## src/rtl/hazard_stall_ctrl.sv

```systemverilog
// Decode-stage hazard controller: load-use, branch flush and mult/div
// HI/LO interlock, with a saturating stall-cycle counter.
module hazard_stall_ctrl #(
    parameter int MD_CYCLES = 32,
    parameter int CNT_W     = 16
) (
    input  logic             clock,
    input  logic             reset_n,
    input  logic             id_valid,
    input  logic [5:0]       id_opcode,
    input  logic [5:0]       id_funcode,
    input  logic [4:0]       id_rs,
    input  logic [4:0]       id_rt,
    input  logic             id_uses_rt,
    input  logic             ex_mem_read,
    input  logic [4:0]       ex_rd,
    input  logic             ex_branch_taken,
    output logic             pc_write,
    output logic             ifid_write,
    output logic             ifid_flush,
    output logic             idex_bubble,
    output logic             md_busy,
    output logic [CNT_W-1:0] stall_count
);

    // The issue cycle itself counts as the first unit cycle, so the HI/LO
    // read released exactly MD_CYCLES cycles after MULT entered decode.
    localparam logic [5:0] MD_LOAD = 6'(MD_CYCLES - 1);

    logic [5:0]       md_cnt_q, md_cnt_d;
    logic [CNT_W-1:0] stall_cnt_q, stall_cnt_d;

    logic rtype;
    logic md_issue;
    logic hilo_read;
    logic load_use;
    logic busy;
    logic hilo_stall;
    logic stall;
    logic md_accept;

    assign rtype     = id_valid && (id_opcode == 6'h00);
    assign md_issue  = rtype && (id_funcode inside {6'h18, 6'h19, 6'h1A, 6'h1B});
    assign hilo_read = rtype && (id_funcode inside {6'h10, 6'h12});
    assign load_use  = id_valid && ex_mem_read && (ex_rd != 5'd0) &&
                       ((ex_rd == id_rs) || (id_uses_rt && (ex_rd == id_rt)));

    assign busy       = (md_cnt_q != 6'd0);
    assign hilo_stall = hilo_read && busy;
    assign stall      = !ex_branch_taken && (hilo_stall || load_use);
    assign md_accept  = md_issue && !ex_branch_taken && !stall;

    always_comb begin
        pc_write    = 1'b1;
        ifid_write  = 1'b1;
        ifid_flush  = 1'b0;
        idex_bubble = 1'b0;
        md_busy     = busy;
        if (!reset_n) begin
            pc_write    = 1'b0;
            ifid_write  = 1'b0;
            ifid_flush  = 1'b1;
            idex_bubble = 1'b1;
            md_busy     = 1'b0;
        end else if (ex_branch_taken) begin
            ifid_flush  = 1'b1;
            idex_bubble = 1'b1;
        end else if (stall) begin
            pc_write    = 1'b0;
            ifid_write  = 1'b0;
            idex_bubble = 1'b1;
        end
    end

    always_comb begin
        md_cnt_d = md_cnt_q;
        if (md_accept) begin
            md_cnt_d = MD_LOAD;
        end else if (busy) begin
            md_cnt_d = md_cnt_q - 6'd1;
        end
    end

    always_comb begin
        stall_cnt_d = stall_cnt_q;
        if (stall && !(&stall_cnt_q)) begin
            stall_cnt_d = stall_cnt_q + 1'b1;
        end
    end

    always_ff @(posedge clock or negedge reset_n) begin
        if (!reset_n) begin
            md_cnt_q    <= '0;
            stall_cnt_q <= '0;
        end else begin
            md_cnt_q    <= md_cnt_d;
            stall_cnt_q <= stall_cnt_d;
        end
    end

    assign stall_count = stall_cnt_q;

endmodule

```

## config.mk

```make
export PLATFORM = sky130hd
export DESIGN_NAME = hazard_stall_ctrl
export DESIGN_NICKNAME = d
export VERILOG_FILES = /design/src/rtl/hazard_stall_ctrl.sv
export SDC_FILE = /design/constraint.sdc
export NUM_CORES = 1
export LEC_CHECK = 0
export CORE_MARGIN = 2
export CORE_UTILIZATION = 46
export DETAILED_ROUTE_END_ITERATION = 16
export GPL_TIMING_DRIVEN = 0
export MAX_ROUTING_LAYER = met4
export PLACE_DENSITY = 0.85
export SYNTH_ARGS = -nofsm -noshare
export SYNTH_HDL_FRONTEND = slang
export SYNTH_SLANG_ARGS = --single-unit
export TNS_END_PERCENT = 1
```

## constraint.sdc

```tcl
create_clock -name clock -period 3.2 [get_ports clock]
set_input_delay 0.64 -clock clock [delete_from_list [all_inputs] [get_ports clock]]
set_output_delay 0.64 -clock clock [all_outputs]
set_load 0.01 [all_outputs]
```

# --- After elaboration in Yosys (flattened, before gate mapping) ---
# Index checks and enable logic that the tools add are counted.
classes:
  addsub: 2
  mux: 11
  eq_ne: 8
  reduce_logical: 24
op_table:
  columns: ["operator", "count"]
  rows:
  - ["== test 6 x 5 -> 1 bit, second input constant", 6]
  - ["adder 16 x 1 -> 16 bit, second input constant", 1]
  - ["AND reduction 16 bit", 1]
  - ["logical AND 1 bit", 12]
  - ["two-way mux 6 bit", 2]
  - ["== test 5 bit", 2]
  - ["two-way mux 1 bit", 9]
  - ["logical NOT 6 bit", 1]
  - ["nonzero test 6 bit", 1]
  - ["subtractor 6 x 1 -> 6 bit, second input constant", 1]
  - ["nonzero test 5 bit", 1]
  - ["nonzero test 2 bit", 2]
  - ["nonzero test 4 bit", 1]
  - ["logical NOT 1 bit", 3]
  - ["logical OR 1 bit", 2]
word_totals:
  out_inout_bits: 21
  word_cells: 47
  ff_bits: 22

# --- Logic depth before layout (Yosys ltp) ---
# Gate-level depths: netlist of the first run.
depth:
  depth_word: 9
  mapped_depth: 9
  depth_no_buf: 8

# --- Worst setup path before layout of the first run ---
# OpenSTA, ideal clock, no wires.
synth_timing:
  path_type: "input to output"
  startpoint: "input id_opcode[3]"
  endpoint: "output pc_write"
  path_slack_ns: 0.793
  path_stages: 6
  path_buffers: 1
  arrival_time_ns: 1.767
  required_ns: 2.560
  cell_sequence: "nor4_2 nand4b_1 nor4_2 a41oi_2 o21a_1 buf_4"
synth_between:
  elab_chain_cells: 9
synth_rtl:
  columns: ["element", "line_no", "text"]
  rows:
  - ["start: declaration", "10", "input logic [5:0] id_opcode,"]
  - ["logical NOT 6 bit", "42", "assign rtype = id_valid && (id_opcode == 6'h00);"]
  - ["logical AND 1 bit", "42", null]
  - ["logical AND 1 bit", "44", "assign hilo_read = rtype && (id_funcode inside {6'h10, 6'h12});"]
  - ["logical AND 1 bit", "49", "assign hilo_stall = hilo_read && busy;"]
  - ["logical OR 1 bit", "50", "assign stall = !ex_branch_taken && (hilo_stall || load_use);"]
  - ["logical AND 1 bit", "50", null]
  - ["two-way mux 1 bit (3 in series)", null, null]
  - ["end: declaration", "18", "output logic pc_write,"]
# Every way passes these cells.

# --- Worst setup path after layout of the first run ---
layout_timing:
  startpoint: "input id_valid"
  endpoint: "register md_cnt_q[2]"
layout_between:
  elab_chain_cells: 8
layout_rtl:
  columns: ["element", "line_no", "text"]
  rows:
  - ["start: declaration", "9", "input logic id_valid,"]
  - ["logical AND 1 bit (on tied branches)", "42, 45", null]
  - ["logical AND 1 bit (on tied branches)", "44, 45", null]
  - ["logical AND 1 bit (on tied branches)", "49, 45", null]
  - ["logical OR 1 bit", "50", null]
  - ["logical AND 1 bit", "50", null]
  - ["logical NOT 1 bit", "51", "assign md_accept = md_issue && !ex_branch_taken && !stall;"]
  - ["logical AND 1 bit *", "51", null]
  - ["two-way mux 6 bit or nonzero test 2 bit (tied branches)", null, null]
  - ["end signal: assignment", "96", "md_cnt_q <= md_cnt_d;"]
  - ["end: declaration", "30", "logic [5:0] md_cnt_q, md_cnt_d;"]
# Mark *: on every way between the ends. The rest lies on a longest branch, timed or not.
# A chain may end at the register's enable or synchronous reset.

==> metrics.txt, run 1 <==
outcome=finished, final reports clean; CTS tree=built; Post-Synth XOR/XNOR Area=between 10% and 20%; ANT cells=0; final setup fails=0; Final min period=3.17 ns; First DRT Iteration DRCs=27; Synth Area in Compound Gates=4.44%; routed wire length=approximately 3700 um; Port Buffers=52; cts hold-fix bufs=0; antenna violations before repair=0; Global Route Usage Sum=roughly a quarter; GR Overflow Total=0; Syn Area/Cell=between 10 and 15 um2; ys flop type=dfrtp_1; mux share of post-synthesis cell area=0.870%; number of remaining DRC errors=0; post-synthesis cell type count=36; post-placement setup slack=-0.220 ns; largest family of logic cells by synthesized area=simple AND/OR/NAND/NOR gates; Fillers=181; Yosys top cell by area=dfrtp_1; Post-DRT Antenna Nets=0; PD cells=382 nW/um2; Setup Skew=0.00378 ns; Clock transition at path regs=0.12 ns; HP Class=flip-flop to flip-flop; Cell Chain, Critical Path=clkdlybuf4s50_1 > nand4b_1 > buf_4 > buf_4 > buf_4 > buf_4 > buf_4 > buf_4 > buf_4 > buf_4 > buf_4 > buf_4 > buf_4 > buf_4 > buf_4 > nor3b_4 > nand2_2 > o211ai_1; worst path bufs/invs=14; Reg area=about 550 um2; max-cap viol count=0; synth warn=0; startpoint types=input pin; Root Driver=clkbuf_4; Final period util=99.2%; Multi-input gate area=752 um2; Relative slew margins=28.4%; Synth Area in Adders=2.90%; Async S/R FF share, synth=100%; Crit. End Element=flip-flop; CTS max path bufs=2; Mapped Area=1290 um2; CP max stage delay=0.50 ns; Post-Syn Instances=approximately 130; CTS Buf Count=3; largest net degree at the start of global routing=27; Tot Pwr=0.794 mW; non-filler cells, final=232; type of the worst setup path=input pin to flip-flop; Core ar.=roughly 2700 um2; num ports=54; post-synth top area share=42.5%; Initial Utilization=between 40 and 50%; Worst Path Max Fanout=5; synthesized net count=163; area of the die=3260 um2; Final Slew Violations=0; Skew-Pair Late Insertion Delay=0.31 ns; Synth Area in Simple Gates=27.9%; routed length per instance=16.0 um; Die Width=approximately 57 um; drt pass-1 iters=4; Final Wtd Congestion=approximately 0.76; arrival time at the worst endpoint=between 3 and 4 ns; CP top delay family=buffers and inverters; first-pass GRT wire length=5870 um; r2r worst-path depth=10; Yosys reg bits=22; Placed Instances=210; number of flops mapped to enable cells by yosys=0; Vias=1,236; vias per std cell=5.33; Most Frequent Cell on Critical Path=buf_4; CTS H-tree depth=1; final hold viol count=0; Sink Count=22; register area share after synthesis=between 40% and 50%; hold depth=1; Pleak=0.944 nW; Max Clock Freq=about 320 MHz; number of cells on the critical path=18; Layout Nets=roughly 240; worst vdd ir=0.344 mV; Area Overhead vs Synth=60.6%; HPWL Detailed=~2500 um; layout cell share with drive strength beyond 1=between 10% and 20%; row count=19; slew of the pin with the lowest slew margin=1.07 ns; final worst slack=between 0.02 and 0.03 ns; Crit-path slowest cell=clkdlybuf4s50_1; synth top area cells=dfrtp_1, xnor2_1, nand2_1; number of global-route vias before repair=about 1,300; die height=57.1 um; Crit path required time=about 3.4 ns
cell type report:
type	count	share of cell area, %
repair buffers	70	32.3
inverters	2	0.361
clock buffers	4	1.74
well taps	31	1.87
multi-input cells	100	36.2
flip-flops and latches	22	26.5
plain buffers	3	1.14
per-stage QoR:
stage                     utilization (%)  setup TNS, ns  hold WS [ns]  area, um2
after global routing                 76.7         -0.232         0.521       2080
after global placement               68.4         -0.348         0.486       1850
after floorplan                         -              0         0.344       1290
final                                76.7              0         0.495       2080
after detailed placement             68.4         -0.509         0.485       1850
after CTS                            74.3        -0.0230         0.503       2010
cells by family after synthesis:
logic type | count (synthesis)
AND/OR/NAND/NOR | 60
XOR/XNOR | 28
flip-flops | 22
AO/OA/AOI/OAI | 8
buffers and inverters | 5
adder cells (fa/ha/maj) | 3
multiplexers | 1
timing repair:
action / 4_1_cts / 5_1_grt
gates resized for setup: 6 / 12
pin swaps: 3 / 7
endpoints found under the setup margin: 5 / 9
buffers inserted: 16 / 2
registers in the layout, indices dropped and copies added (netlist names):
name,flops
stall_count,16
md_cnt_q,6
synth_stat cells (all sizes together) (3+ instances only):
library cell / count
nand2: 15
dfrtp: 22
nand4: 5
buf: 3
nor3: 6
xor2: 6
nor4: 3
ha: 3
nand2b: 3
nand3: 8
xnor2: 22
nor2: 6
per-layer routing:
layer | GRT usage [%] | vias up | wire (um)
li1 | - | 590 | -
met1 | 26.0 | 584 | 1420
met2 | 45.0 | 52 | 1980
met3 | 4.08 | 10 | 225
met4 | 3.99 | 0 | 102
met5 | - | - | 0
final timing paths:
| path | start | end | slack [ns] |
|---|---|---|---|
| min reg2reg | stall_count[9]$_DFFE_PN0P_ | stall_count[9]$_DFFE_PN0P_ | 0.50 |
| max reg2reg | md_cnt_q[0]$_DFFE_PN0P_ | stall_count[15]$_DFFE_PN0P_ | 0.74 |
| max | id_valid | md_cnt_q[2]$_DFFE_PN0P_ | 0.03 |
| max in group asynchronous | reset_n | stall_count[2]$_DFFE_PN0P_ | 1.93 |
| min | stall_count[9]$_DFFE_PN0P_ | stall_count[9]$_DFFE_PN0P_ | 0.50 |
| min in group asynchronous | reset_n | md_cnt_q[0]$_DFFE_PN0P_ | 0.63 |
power by group:
group          switching [mW]  internal [mW]
Combinational           0.133          0.140
Sequential             0.0452          0.325
Clock                  0.0817         0.0696
Total                   0.259          0.535
placed cells by master, fill, tap and decap left out, types with 2 or more instances in the layout:
master           synthesis  final
clkdlybuf4s50_1          0     40
dfrtp_1                 22     22
xnor2_1                 22     21
buf_4                    1     19
nand2_1                 15     14
nand3_1                  8      8
dlymetal6s2s_1           0      8
xor2_1                   6      6
nand4_1                  5      5
nor3_1                   5      5
nor2_1                   4      4
dlygate4sd2_1            0      4
nand2b_1                 3      3
ha_1                     3      3
clkbuf_4                 0      3
inv_1                    2      2
nand3b_1                 2      2
and2_1                   2      2
and3_1                   2      2
o21ai_0                  2      2
a21oi_1                  2      2
nor2_2                   2      2
Power figures use the tool's default switching activity.
==> run 2: changes to the inputs <==
--- a/config.mk
+++ b/config.mk
@@ -8,7 +8,6 @@
 export CORE_MARGIN = 2
 export CORE_UTILIZATION = 46
 export DETAILED_ROUTE_END_ITERATION = 16
-export GPL_TIMING_DRIVEN = 0
 export MAX_ROUTING_LAYER = met4
 export PLACE_DENSITY = 0.85
 export SYNTH_ARGS = -nofsm -noshare
==> run 2 against run 1 <==
  * Worst setup slack improved by 0.30 ns
  * Combinational power fell by 5%
  * Sequential cell count stayed put
  * Clock skew increased by 0.0062 ns
  * Cell count down 6.9%
  * Power is 4.8% higher
  * First-iteration DRC count is 37% lower
  * Critical endpoint is now ifid_write
  * Largest cell class unchanged
==> metrics.txt, run 2 (same netlist as run 1, synthesis figures left out) <==
outcome=finished, final reports clean; worst path bufs/invs=2; post-placement setup slack=-0.00350 ns; HP Class=flip-flop to flip-flop; CP max stage delay=around 0.42 ns; Area Overhead vs Synth=48.9%; Worst R2R Start=md_cnt_q[0]$_DFFE_PN0P_; Final Wtd Congestion=0.757; FF-to-FF setup slack=0.73 ns; layout cell share with drive strength beyond 1=a little over a tenth; CTS Buf Count=3; r2r worst-path depth=9; hold depth=1; drt pass-1 iters=6; num ports=54; max FFs per register=16; row count=19; Hold Path Sink=stall_count[9]$_DFFE_PN0P_; Clock transition at path regs=0.12 ns; Worst setup startpoint=id_opcode[3]; Most Frequent Cell on Critical Path=nor4_2; Layout Nets=approximately 220; CTS tree=built; number of remaining DRC errors=0; Skew-Pair Late Insertion Delay=0.30 ns; final setup fails=0; Crit-path slowest cell=clkdlybuf4s50_1; Initial Utilization=47.8%; Cell Chain, Critical Path=clkdlybuf4s50_1 > nor4_2 > nand4b_1 > nor4_2 > a41oi_2 > o21a_1 > dlymetal6s2s_1; Root Driver=clkbuf_4; CTS H-tree depth=1; GR Overflow Total=0; Final min period=2.87 ns; commonest non-fill, non-tap cell in the layout=clkdlybuf4s50_1; number of cells on the critical path=7; Core ar.=between 2000 and 3000 um2; FF-to-FF End=stall_count[15]$_DFFE_PN0P_; Port Buffers=52; max-cap viol count=0; commonest cells after routing, fill and taps aside=clkdlybuf4s50_1, xnor2_1, dfrtp_1; Final Slew Violations=0; worst vdd ir=~0.48 mV; PD cells=432 nW/um2; Die Width=about 57 um; slew of the pin with the lowest slew margin=~0.32 ns; Crit path required time=2.56 ns; ANT cells=0; First DRT Iteration DRCs=17; final worst slack=between 0.3 and 0.4 ns; Worst Path Max Fanout=3; Setup Skew=just under 0.01 ns; antenna violations before repair=0; setup total negative slack=0 ns; area of the die=3260 um2; final hold viol count=0; CTS max path bufs=2; number of global-route vias before repair=1,215; RSZ-0062 raised after global routing=no; Final period util=89.7%; die height=~57 um; cts hold-fix bufs=0; CP top delay family=simple AND/OR/NAND/NOR gates; Max Clock Freq=348 MHz; startpoint types=input pin; largest net degree at the start of global routing=15; type of the worst setup path=input pin to output pin; worst min-delay path startpoint=stall_count[9]$_DFFE_PN0P_; Global Route Usage Sum=20.5%; first-pass GRT wire length=5200 um; Fillers=209; routed wire length=3090 um; Post-DRT Antenna Nets=0; HPWL Detailed=2440 um; Pleak=around 0.81 nW; Sink Count=22; routed length per instance=~14 um; Vias=1,126; vias per std cell=between 5 and 6; Relative slew margins=between 70% and 80%; arrival time at the worst endpoint=between 2 and 2.5 ns; Crit. End Element=output pin
==> run 2: through the flow <==
step / std cells / hold WS, ns / util (%) / power, mW / cell area (um2)
after global routing: 216 / 0.520 / 71.1 / 0.891 / 1930
after floorplan: 127 / 0.344 / - / 0.521 / 1290
final: 216 / 0.501 / 71.1 / 0.832 / 1930
after detailed placement: 211 / 0.485 / 68.7 / 0.631 / 1860
after global placement: 211 / 0.474 / 68.7 / 0.619 / 1860
after CTS: 215 / 0.509 / 70.6 / 0.841 / 1910
==> run 2: where the power goes <==
part           switching (mW)  internal (mW)  leakage, nW
combinational           0.117          0.141        0.487
sequential             0.0413          0.325        0.295
clock                  0.0810          0.127       0.0279
total                   0.239          0.593        0.810
==> run 2: worst reg2reg max path, stage by stage (launching register included) <==
cell     delay [ns]
dfrtp_1        0.37
inv_1          0.09
ha_1           0.23
and3b_2        0.24
nor4_2         0.17
a41oi_2        0.09
buf_4          0.19
or4_1          0.69
nor3_4         0.19
xor2_1         0.16
==> run 2: repair_timing <==
item	in CTS	in global routing
cloned	0	0
resized for setup	0	3
pin swaps	1	1
endpoints found under the setup margin	1	3
setup buffers	0	1
==> run 2: layer usage <==
metal	wire, um	vias up	share of wire, %	global-route usage, %
met4	17	0	0.55	3.99
li1	-	556	-	-
met5	0	-	0	-
met2	1670	39	54	38.9
met3	207	4	6.7	3.85
met1	1200	527	39	22.2
==> run 2: how the worst max path moves through the flow <==
stage | endpoint
floorplan | pc_write
global placement | ifid_write
detailed placement | ifid_write
CTS | ifid_write
global route | pc_write
finish | ifid_write
==> run 2: area by class of cell <==
class | instances | area, um2 | share of cell area, %
timing repair buffer | 57 | 566 | 29.3
inverter | 2 | 7.51 | 0.389
sequential | 22 | 551 | 28.6
multi-input combinational | 100 | 713 | 37.0
tap | 31 | 38.8 | 2.01
clock inverter | 1 | 30.0 | 1.56
clock buffer | 3 | 22.5 | 1.17
